==> src/rtl/ahb_pkg.sv <==
// Shared AHB encodings, arbiter state enumeration and burst-length lookup
// used by the arbiter top and its round-robin picker.
package ahb_pkg;

  typedef enum logic [1:0] {
    TRANS_IDLE   = 2'b00,
    TRANS_BUSY   = 2'b01,
    TRANS_NONSEQ = 2'b10,
    TRANS_SEQ    = 2'b11
  } htrans_t;

  typedef enum logic [2:0] {
    BURST_SINGLE = 3'd0,
    BURST_INCR   = 3'd1,
    BURST_WRAP4  = 3'd2,
    BURST_INCR4  = 3'd3,
    BURST_WRAP8  = 3'd4,
    BURST_INCR8  = 3'd5,
    BURST_WRAP16 = 3'd6,
    BURST_INCR16 = 3'd7
  } hburst_t;

  typedef enum logic [1:0] {
    ST_IDLE_OWN = 2'd0,
    ST_BURST    = 2'd1,
    ST_LOCKED   = 2'd2
  } arb_state_t;

  localparam int CNT_W = 4;

  // Beats remaining after the NONSEQ beat; zero for SINGLE/INCR (no fixed length).
  function automatic logic [CNT_W-1:0] burst_len_m1(input hburst_t b);
    logic [CNT_W-1:0] len;
    case (b)
      BURST_WRAP4,  BURST_INCR4:  len = 4'd3;
      BURST_WRAP8,  BURST_INCR8:  len = 4'd7;
      BURST_WRAP16, BURST_INCR16: len = 4'd15;
      default:                    len = 4'd0;
    endcase
    return len;
  endfunction

  function automatic logic is_fixed_burst(input hburst_t b);
    return burst_len_m1(b) != '0;
  endfunction

endpackage

==> src/rtl/ahb_rr_picker.sv <==
// Combinational round-robin picker: searches req starting just after ptr and
// returns a one-hot winner, or master 0 when nobody requests.
module ahb_rr_picker
  import ahb_pkg::*;
#(
  parameter int MASTER_NUM = 4
) (
  input  logic [MASTER_NUM-1:0]         req,
  input  logic [$clog2(MASTER_NUM)-1:0] ptr,
  output logic [MASTER_NUM-1:0]         gnt
);

  localparam int IDX_W = $clog2(MASTER_NUM);

  logic [IDX_W-1:0]        start;
  logic [2*MASTER_NUM-1:0] req_dbl;
  logic [MASTER_NUM-1:0]   req_rot;
  logic [MASTER_NUM-1:0]   gnt_rot;
  logic [2*MASTER_NUM-1:0] gnt_dbl;

  // Rotate so the search origin sits at bit 0, isolate the lowest set bit,
  // then rotate the winner back into master numbering.
  always_comb begin
    start   = (ptr == IDX_W'(MASTER_NUM - 1)) ? '0 : ptr + 1'b1;
    req_dbl = {req, req} >> start;
    req_rot = req_dbl[MASTER_NUM-1:0];
    gnt_rot = req_rot & (~req_rot + 1'b1);
    gnt_dbl = {gnt_rot, gnt_rot} << start;
    gnt     = gnt_dbl[2*MASTER_NUM-1:MASTER_NUM];
    if (req == '0) begin
      gnt = MASTER_NUM'(1);
    end
  end

endmodule

==> src/rtl/ahb_arbiter.sv <==
// AHB bus arbiter: round-robin grant with fixed-burst tracking, locked
// transfers and a one-cycle HGRANT -> HMASTER address-phase handover.
module ahb_arbiter
  import ahb_pkg::*;
#(
  parameter int MASTER_NUM   = 4,
  parameter int HBURST_WIDTH = 3
) (
  input  logic                          HCLK,
  input  logic                          HRST,
  input  logic [MASTER_NUM-1:0]         HBUSREQ,
  input  logic [MASTER_NUM-1:0]         HLOCK,
  input  logic                          HREADY,
  input  logic [1:0]                    HTRANS,
  input  logic [HBURST_WIDTH-1:0]       HBURST,
  output logic [MASTER_NUM-1:0]         HGRANT,
  output logic [$clog2(MASTER_NUM)-1:0] HMASTER,
  output logic                          HMASTLOCK
);

  localparam int                    IDX_W         = $clog2(MASTER_NUM);
  localparam logic [MASTER_NUM-1:0] DEFAULT_GRANT = MASTER_NUM'(1);
  localparam logic [IDX_W-1:0]      LAST_RESET    = IDX_W'(MASTER_NUM - 1);

  arb_state_t            state_p1;
  logic [CNT_W-1:0]      cnt_p1;
  logic [IDX_W-1:0]      last_p1;

  htrans_t               trans;
  hburst_t               burst;
  logic [MASTER_NUM-1:0] rr_gnt;
  logic [IDX_W-1:0]      rr_idx;
  logic [IDX_W-1:0]      grant_idx;
  logic                  own_lock;
  logic                  any_req;
  logic                  start_burst;
  logic                  arb_point;

  function automatic logic [IDX_W-1:0] onehot_to_idx(input logic [MASTER_NUM-1:0] oh);
    logic [IDX_W-1:0] idx;
    idx = '0;
    for (int i = 0; i < MASTER_NUM; i++) begin
      if (oh[i]) idx = idx | IDX_W'(i);
    end
    return idx;
  endfunction

  ahb_rr_picker #(
    .MASTER_NUM (MASTER_NUM)
  ) u_picker (
    .req (HBUSREQ),
    .ptr (last_p1),
    .gnt (rr_gnt)
  );

  assign trans     = htrans_t'(HTRANS);
  assign burst     = hburst_t'(HBURST[2:0]);
  assign grant_idx = onehot_to_idx(HGRANT);
  assign rr_idx    = onehot_to_idx(rr_gnt);
  assign own_lock  = HLOCK[grant_idx];
  assign any_req   = |HBUSREQ;

  // A fixed burst ends on the SEQ that takes the counter from 1 to 0, so the
  // handover lands on the edge that completes the final beat.
  always_comb begin
    start_burst = 1'b0;
    arb_point   = 1'b0;
    case (state_p1)
      ST_IDLE_OWN: begin
        start_burst = (trans == TRANS_NONSEQ) && is_fixed_burst(burst);
        arb_point   = !start_burst;
      end
      ST_BURST: begin
        arb_point = (cnt_p1 == '0) ||
                    ((trans == TRANS_SEQ) && (cnt_p1 == CNT_W'(1)));
      end
      default: ;
    endcase
  end

  // Registered grant/ownership stage; everything freezes while HREADY is low.
  always_ff @(posedge HCLK or posedge HRST) begin
    if (HRST) begin
      HGRANT    <= DEFAULT_GRANT;
      HMASTER   <= '0;
      HMASTLOCK <= 1'b0;
      state_p1  <= ST_IDLE_OWN;
      cnt_p1    <= '0;
      last_p1   <= LAST_RESET;
    end else if (HREADY) begin
      HMASTER   <= grant_idx;
      HMASTLOCK <= own_lock;
      if (state_p1 == ST_LOCKED) begin
        // Dropping HLOCK leaves the grant in place for one more transfer.
        if (!own_lock) state_p1 <= ST_IDLE_OWN;
      end else if (start_burst) begin
        state_p1 <= ST_BURST;
        cnt_p1   <= burst_len_m1(burst);
      end else if (arb_point) begin
        cnt_p1 <= '0;
        if (own_lock) begin
          state_p1 <= ST_LOCKED;
        end else begin
          state_p1 <= ST_IDLE_OWN;
          HGRANT   <= rr_gnt;
          if (any_req) last_p1 <= rr_idx;
        end
      end else if (trans == TRANS_SEQ) begin
        cnt_p1 <= cnt_p1 - 1'b1;
      end
    end
  end

endmodule

==> config.mk <==
export PLATFORM = sky130hd
export DESIGN_NAME = ahb_arbiter
export DESIGN_NICKNAME = d
export VERILOG_FILES = /design/src/rtl/ahb_pkg.sv /design/src/rtl/ahb_rr_picker.sv /design/src/rtl/ahb_arbiter.sv
export SDC_FILE = /design/constraint.sdc
export NUM_CORES = 1
export LEC_CHECK = 0
export BUFFER_PORTS_ARGS = -buffer_cell sky130_fd_sc_hd__buf_2
export CAP_MARGIN = 15
export CELL_PAD_IN_SITES_DETAIL_PLACEMENT = 1
export CELL_PAD_IN_SITES_GLOBAL_PLACEMENT = 2
export CORE_MARGIN = 2
export CORE_UTILIZATION = 34
export CTS_BUF_LIST = sky130_fd_sc_hd__clkbuf_4 sky130_fd_sc_hd__clkbuf_8
export DETAILED_ROUTE_END_ITERATION = 8
export GPL_TIMING_DRIVEN = 0
export PLACE_DENSITY = 0.9
export SLEW_MARGIN = 30
export SYNTH_ARGS = -nofsm -noshare
export SYNTH_HDL_FRONTEND = slang
export SYNTH_SLANG_ARGS = --single-unit
==> constraint.sdc <==
create_clock -name HCLK -period 4 [get_ports HCLK]
set_input_delay 0.8 -clock HCLK [delete_from_list [all_inputs] [get_ports HCLK]]
set_output_delay 0.8 -clock HCLK [all_outputs]
set_load 0.02 [all_outputs]
Yosys cells after proc, flatten, opt, wreduce, memory -nomap -nowiden
Cells that the tools add are included.
{"block": "totals", "word_cells": 70, "ff_bits": 15}
{"block": "classes", "n_reduce_logical": 18, "shifts": 2, "n_mux": 22, "n_addsub": 3, "bitwise_logic": 5, "eq_ne": 13, "n_lt_le_gt_ge": 1}
{"operator": "2-bit 2-to-1 mux", "count": 10}
{"operator": "4-bit 2-to-1 mux", "count": 5}
{"operator": "3-bit equality test (second input constant)", "count": 4}
{"operator": "4-bit case mux with 3 select lines", "count": 1}
{"operator": "2-bit equality test (second input constant)", "count": 4}
{"operator": "4-bit zero test", "count": 2}
{"operator": "8-bit by 2-bit left shift with 8-bit output", "count": 1}
{"operator": "8-bit by 2-bit >> shifter with 4-bit output", "count": 1}
{"operator": "3-bit by 2-bit equality test with 1-bit output (second input constant)", "count": 2}
{"operator": "3-bit AND reduction", "count": 2}
{"operator": "6-bit AND reduction", "count": 1}
{"operator": "3-bit nonzero test", "count": 2}
{"operator": "2-bit OR reduction", "count": 3}
{"operator": "5-bit AND reduction", "count": 1}
{"operator": "4-bit by 1-bit adder with 4-bit output (second input constant)", "count": 1}
{"operator": "4-bit bitwise AND", "count": 1}
{"operator": "4-bit by 1-bit equality test with 1-bit output (second input constant)", "count": 1}
{"operator": "1-bit 2-to-1 mux", "count": 4}
{"operator": "4-bit NOT", "count": 1}
{"operator": "4-bit nonzero test", "count": 1}
{"operator": "4-bit OR reduction", "count": 1}
{"operator": "4-bit by 1-bit subtractor with 4-bit output (second input constant)", "count": 1}
{"operator": "2-bit by 3-bit less-than comparator with 1-bit output (second input constant)", "count": 1}
{"operator": "1-bit NOT", "count": 3}
{"operator": "other kinds (9)", "count": 10}

Depth between registers and ports, before layout
{"block": "logic_depth", "depth_word": 11, "depth_mapped": 7, "ltp_nobuf": 7}

Cells and area by module
A second synthesis with hierarchy kept.
{"block": "unflattened", "hier_cells": 148, "area_unflattened_um2": 1297.5}
{"module": "ahb_arbiter", "area_per_inst_um2": 892.1, "n_inst": 1, "cells_each": 90}
{"module": "ahb_rr_picker", "area_per_inst_um2": 405.4, "n_inst": 1, "cells_each": 58}

Worst setup path after synthesis
OpenSTA, ideal clock, no wires.
{"block": "synth_path", "kind": "input -> register", "from": "input port HTRANS[1]", "to": "register last_p1[0]", "required_ns": 3.918, "path_stages": 5, "setup_ns": 0.082, "slack_ns": 1.846, "n_path_buf": 0, "arrival_time_ns": 2.072, "cell_sequence": "nand3_1 a221o_2 a211oi_4 o41ai_2 mux2_4"}
{"block": "synth_via", "elab_chain_len": 5, "word_cells_on_any_way": 10, "classes_between": "2 x eq/ne; 2 x mux; 1 x bitwise; 5 x reduce/logical"}
{"item": "from (decl)", "line": "ahb_arbiter.sv:14", "source": "input logic [1:0] HTRANS,"}
{"item": "2-bit equality test (on tied branches)", "line": "ahb_arbiter.sv:75, ahb_arbiter.sv:70"}
{"item": "1-bit logical AND (on tied branches)", "line": "ahb_arbiter.sv:75, ahb_arbiter.sv:70"}
{"item": "1-bit logical OR (tied with other cells)", "line": "ahb_arbiter.sv:74", "source": "arb_point = (cnt_p1 == '0) ||"}
{"item": "1-bit case mux with 2 select lines or 1-bit NOT (tied branches)"}
{"item": "6-bit AND reduction (no source line) (*)"}
{"item": "to (signal assigned)", "line": "ahb_arbiter.sv:106", "source": "if (any_req) last_p1 <= rr_idx;"}
{"item": "to (decl)", "line": "ahb_arbiter.sv:27", "source": "logic [IDX_W-1:0] last_p1;"}
Every way passes the cells marked *; elsewhere a longest branch is shown, timed or not.
A chain may end at the register's enable or synchronous reset.

Worst setup path in the final report
{"block": "layout_path", "from": "register cnt_p1[0]", "to": "register last_p1[0]"}
{"block": "layout_via", "elab_chain_len": 5, "word_cells_on_any_way": 6, "classes_between": "1 x eq/ne; 1 x mux; 4 x reduce/logical"}
{"item": "from (decl)", "line": "ahb_arbiter.sv:26", "source": "logic [CNT_W-1:0] cnt_p1;"}
{"item": "from (signal assigned)", "line": "ahb_arbiter.sv:98", "source": "cnt_p1 <= burst_len_m1(burst);"}
{"item": "from (signal assigned)", "line": "ahb_arbiter.sv:109", "source": "cnt_p1 <= cnt_p1 - 1'b1;"}
{"item": "4-bit by 1-bit equality test with 1-bit output", "line": "ahb_arbiter.sv:75", "source": "((trans == TRANS_SEQ) && (cnt_p1 == CNT_W'(1)));"}
{"item": "1-bit logical AND", "line": "ahb_arbiter.sv:75"}
{"item": "1-bit logical OR (*)", "line": "ahb_arbiter.sv:74"}
{"item": "1-bit case mux with 2 select lines (*)", "line": "ahb_arbiter.sv:68", "source": "case (state_p1)"}
{"item": "6-bit AND reduction (no source line) (*)"}
Marked as above.

==> results.py <==
metrics = {
    "timing": {
        "period_needed_ns": 2.36,
        "finalHoldViolCount": 0,
        "fin_setup_tns_ns": 0,
        "timing.final.crit_share": 0.591,
        "slew_headroom": 0.574,
        "max_freq_mhz": 423,
        "grt_setup_unrepaired": "no",
        "setup_viol_count_final": 0,
        "tightestPinTransition_ns": 0.634,
        "fin_skew_ns": 0.00322,
        "drv_slew": 0,
    },
    "power_and_ir_drop": {
        "irDropWorstVdd_uv": 348,
        "power.density_nw_per_um2": 779,
        "leakage_uw": 0.000494,
    },
    "clock_tree": {
        "cts_tree": "yes",
        "cts_setup_buffers": 0,
        "post_cts_resize_count": 0,
        "cts.clk_slew.worst_paths_ns": 0.10,
        "cts_root_buf": "clkbuf_4",
        "ctsHoldBuffers": 0,
        "cts.path.max_buffers": 2,
        "cts_htree_levels": 1,
        "clk_latency_ns": 0.28,
        "cts_buffers": 3,
        "numClockSinks": 15,
    },
    "final_layout": {
        "stdcell_area_um2": 1150,
        "fill_cells": 350,
        "area_growth_pct": 16.8,
        "final_util": 0.417,
        "layout.nets": 157,
        "drive_gt1_frac": 0.234,
        "diodes": 0,
    },
    "routing": {
        "drt_first_pass_iters": 4,
        "wire_per_inst_um": 16.2,
        "wl_um": 2720,
        "via_per_inst": 5.77,
        "ant_nets": 0,
        "drc": 0,
        "vias": 969,
        "first_iter_violations": 46,
    },
    "yosys": {
        "synth_area_per_cell_um2": 8.57,
        "synth_area_um2": 986,
        "yosysWarnings": 0,
        "synth_top_area_frac": 0.305,
        "seq_area_frac_synth": 0.385,
        "synth_largest_area_cell": "dfrtp_1",
        "ys_top_cells_by_area": "dfrtp_1 (30%), dfstp_2 (8.0%), o21ai_0 (6.1%)",
        "synth_cells": 115,
        "ys_ff_latch": 15,
        "synth_fp_nets": 134,
        "synthDistinctLibCells": 35,
    },
    "global_route": {
        "grt_pass1_wl_um": 4690,
        "antenna_found_initial": 0,
        "grt_max_degree": 16,
        "grt_pass1_vias": 1007,
        "grt.overflow.total": 0,
        "grt_use_total": 0.180,
    },
    "worst_setup_path": {
        "path_class": "flop to flop",
        "r2r_end": "last_p1[0]",
        "ff2ff_setup_slack_ns": 1.64,
        "cp_max_fo": 9,
        "worst_setup_path_start_kind": "flop",
        "endpoint_kind": "flop",
        "critPathRequiredTime_ns": 4.22,
        "reg2reg_from": "cnt_p1[0]",
        "crit_arrival_ns": 2.58,
        "rr_worst_depth": 7,
    },
    "floorplanning": {
        "ios": 23,
        "die_w_um": 57.9,
        "coreArea_um2": 2760,
        "initial_core_util": 0.358,
        "die_h_um": 57.9,
        "die_area_um2": 3350,
        "std_cell_rows": 19,
    },
    "placement": {
        "dpl.hpwl_um": 2050,
        "gp_congestion": 0.769,
        "placed_area_um2": 1110,
        "port_buffers": 18,
    },
    "min_path": {
        "whs_endpoint": "HMASTLOCK",
        "whs_path_depth": 2,
        "hold_path_class": "flop to flop",
        "hp-start": "HMASTLOCK",
    },
    "status": {
        "outcome": "completed",
    },
    "flow_run": {
        "drv_cap": 0,
    },
}
## kinds of logic after synthesis
family	synth area share
adders and majority gates	0.0381
muxes	0.0508
AOI/OAI and AO/OA	0.316
and+or+nand+nor	0.154
buffers and inverters	0.0571
DFF	0.385
## cell usage in the layout, fill, tap and decap left out
cell / synthesis / routed
nor4_2: 0 / 1
o221ai_1: 1 / 1
a221oi_1: 2 / 2
o22ai_1: 2 / 2
nor2b_1: 1 / 1
buf_2: 0 / 18
a32oi_1: 1 / 1
a31oi_1: 4 / 4
a2bb2oi_1: 1 / 1
inv_1: 11 / 11
mux2_4: 2 / 2
a221o_2: 1 / 1
a211oi_1: 1 / 1
ha_1: 3 / 3
clkbuf_1: 4 / 4
or2_0: 1 / 1
nand3_1: 6 / 6
o31ai_1: 2 / 2
dfrtp_1: 12 / 12
nor3b_1: 1 / 1
o21a_1: 1 / 1
o21ai_0: 12 / 12
dfstp_2: 3 / 3
a211oi_4: 1 / 1
nor3_1: 4 / 4
clkbuf_4: 0 / 4
o2111ai_1: 2 / 2
a21o_1: 1 / 1
o21ai_1: 1 / 1
nand2_1: 6 / 6
o211ai_1: 1 / 1
o41ai_2: 1 / 1
mux2i_1: 2 / 2
nand2b_1: 1 / 1
nor2_1: 10 / 10
a21oi_1: 11 / 11
or2_4: 1 / 1
## layer usage
| layer | routed length [um] | vias up | global-route usage |
|---|---|---|---|
| met1 | 1190 | 478 | 0.226 |
| li1 | - | 469 | - |
| met2 | 1420 | 20 | 0.308 |
| met5 | 0 | - | 0 |
| met4 | 27 | 0 | 0.0864 |
| met3 | 85 | 2 | 0.0179 |
## final cells by class
type | count | area [um2] | share of cell area
Sequential cell | 15 | 379 | 0.329
Clock buffer | 4 | 30.0 | 0.0261
Tap cell | 31 | 38.8 | 0.0337
Buffer | 4 | 15.0 | 0.0130
Multi-Input combinational cell | 85 | 557 | 0.484
Timing Repair Buffer | 18 | 90.1 | 0.0783
Inverter | 11 | 41.3 | 0.0359
## sequential cells by signal, indices dropped and copies added, names as in the netlist
signal and count:
last_p1 2, cnt_p1 4, state_p1 2, HMASTER 2, HMASTLOCK 1, HGRANT 4
## worst max-delay path by stage
stage	from	end	slack, ns	cells after the start
2_1_floorplan	HTRANS[1]	last_p1[0]	1.85	5
3_3_place_gp	HTRANS[0]	last_p1[1]	1.54	6
3_5_place_dp	HTRANS[0]	last_p1[0]	1.47	6
4_1_cts	cnt_p1[0]	last_p1[0]	1.64	7
5_1_grt	cnt_p1[0]	last_p1[0]	1.51	7
6_report	cnt_p1[0]	last_p1[0]	1.64	7
## through the flow
| stage | hold WS, ns | power, uW | worst slack [ns] | cells |
|---|---|---|---|---|
| 2_1_floorplan | 0.494 | 661 | 1.85 | 115 |
| 3_3_place_gp | 0.509 | 771 | 1.54 | 164 |
| 3_5_place_dp | 0.510 | 801 | 1.47 | 164 |
| 4_1_cts | 0.535 | 904 | 1.64 | 168 |
| 5_1_grt | 0.565 | 988 | 1.51 | 168 |
| 6_report | 0.529 | 897 | 1.64 | 168 |
## power by group
group | leakage, uW | switching, uW | total [uW] | internal, uW
Sequential | 0.000171 | 63.4 | 298 | 234
Combinational | 0.000304 | 311 | 503 | 192
Clock | 0.0000184 | 51.0 | 96.5 | 45.5
## synthesized netlist by cell type (all sizes together)
cell and n:
nand2 6, inv 11, o21ai 13, dfstp 3
nor3 4, ha 3, a21o 1, a221oi 2
nand3 6, a221o 1, a21oi 11, nor3b 1
o31ai 2, or2 2, nor4 1, a32oi 1
o41ai 1, nor2b 1, o221ai 1, o2111ai 2
a31oi 4, a211oi 2, dfrtp 12, mux2 2
o21a 1, a2bb2oi 1, o211ai 1, o22ai 2
clkbuf 4, nor2 10, mux2i 2, nand2b 1
## critical path, stage by stage (launching register included)
cell	delay, ns
dfrtp_1	0.39
inv_1	0.12
ha_1	0.27
nor2b_1	0.10
a221o_2	0.43
a211oi_4	0.44
o41ai_2	0.21
mux2_4	0.34
Note: power is estimated with default switching activity, not from simulation.
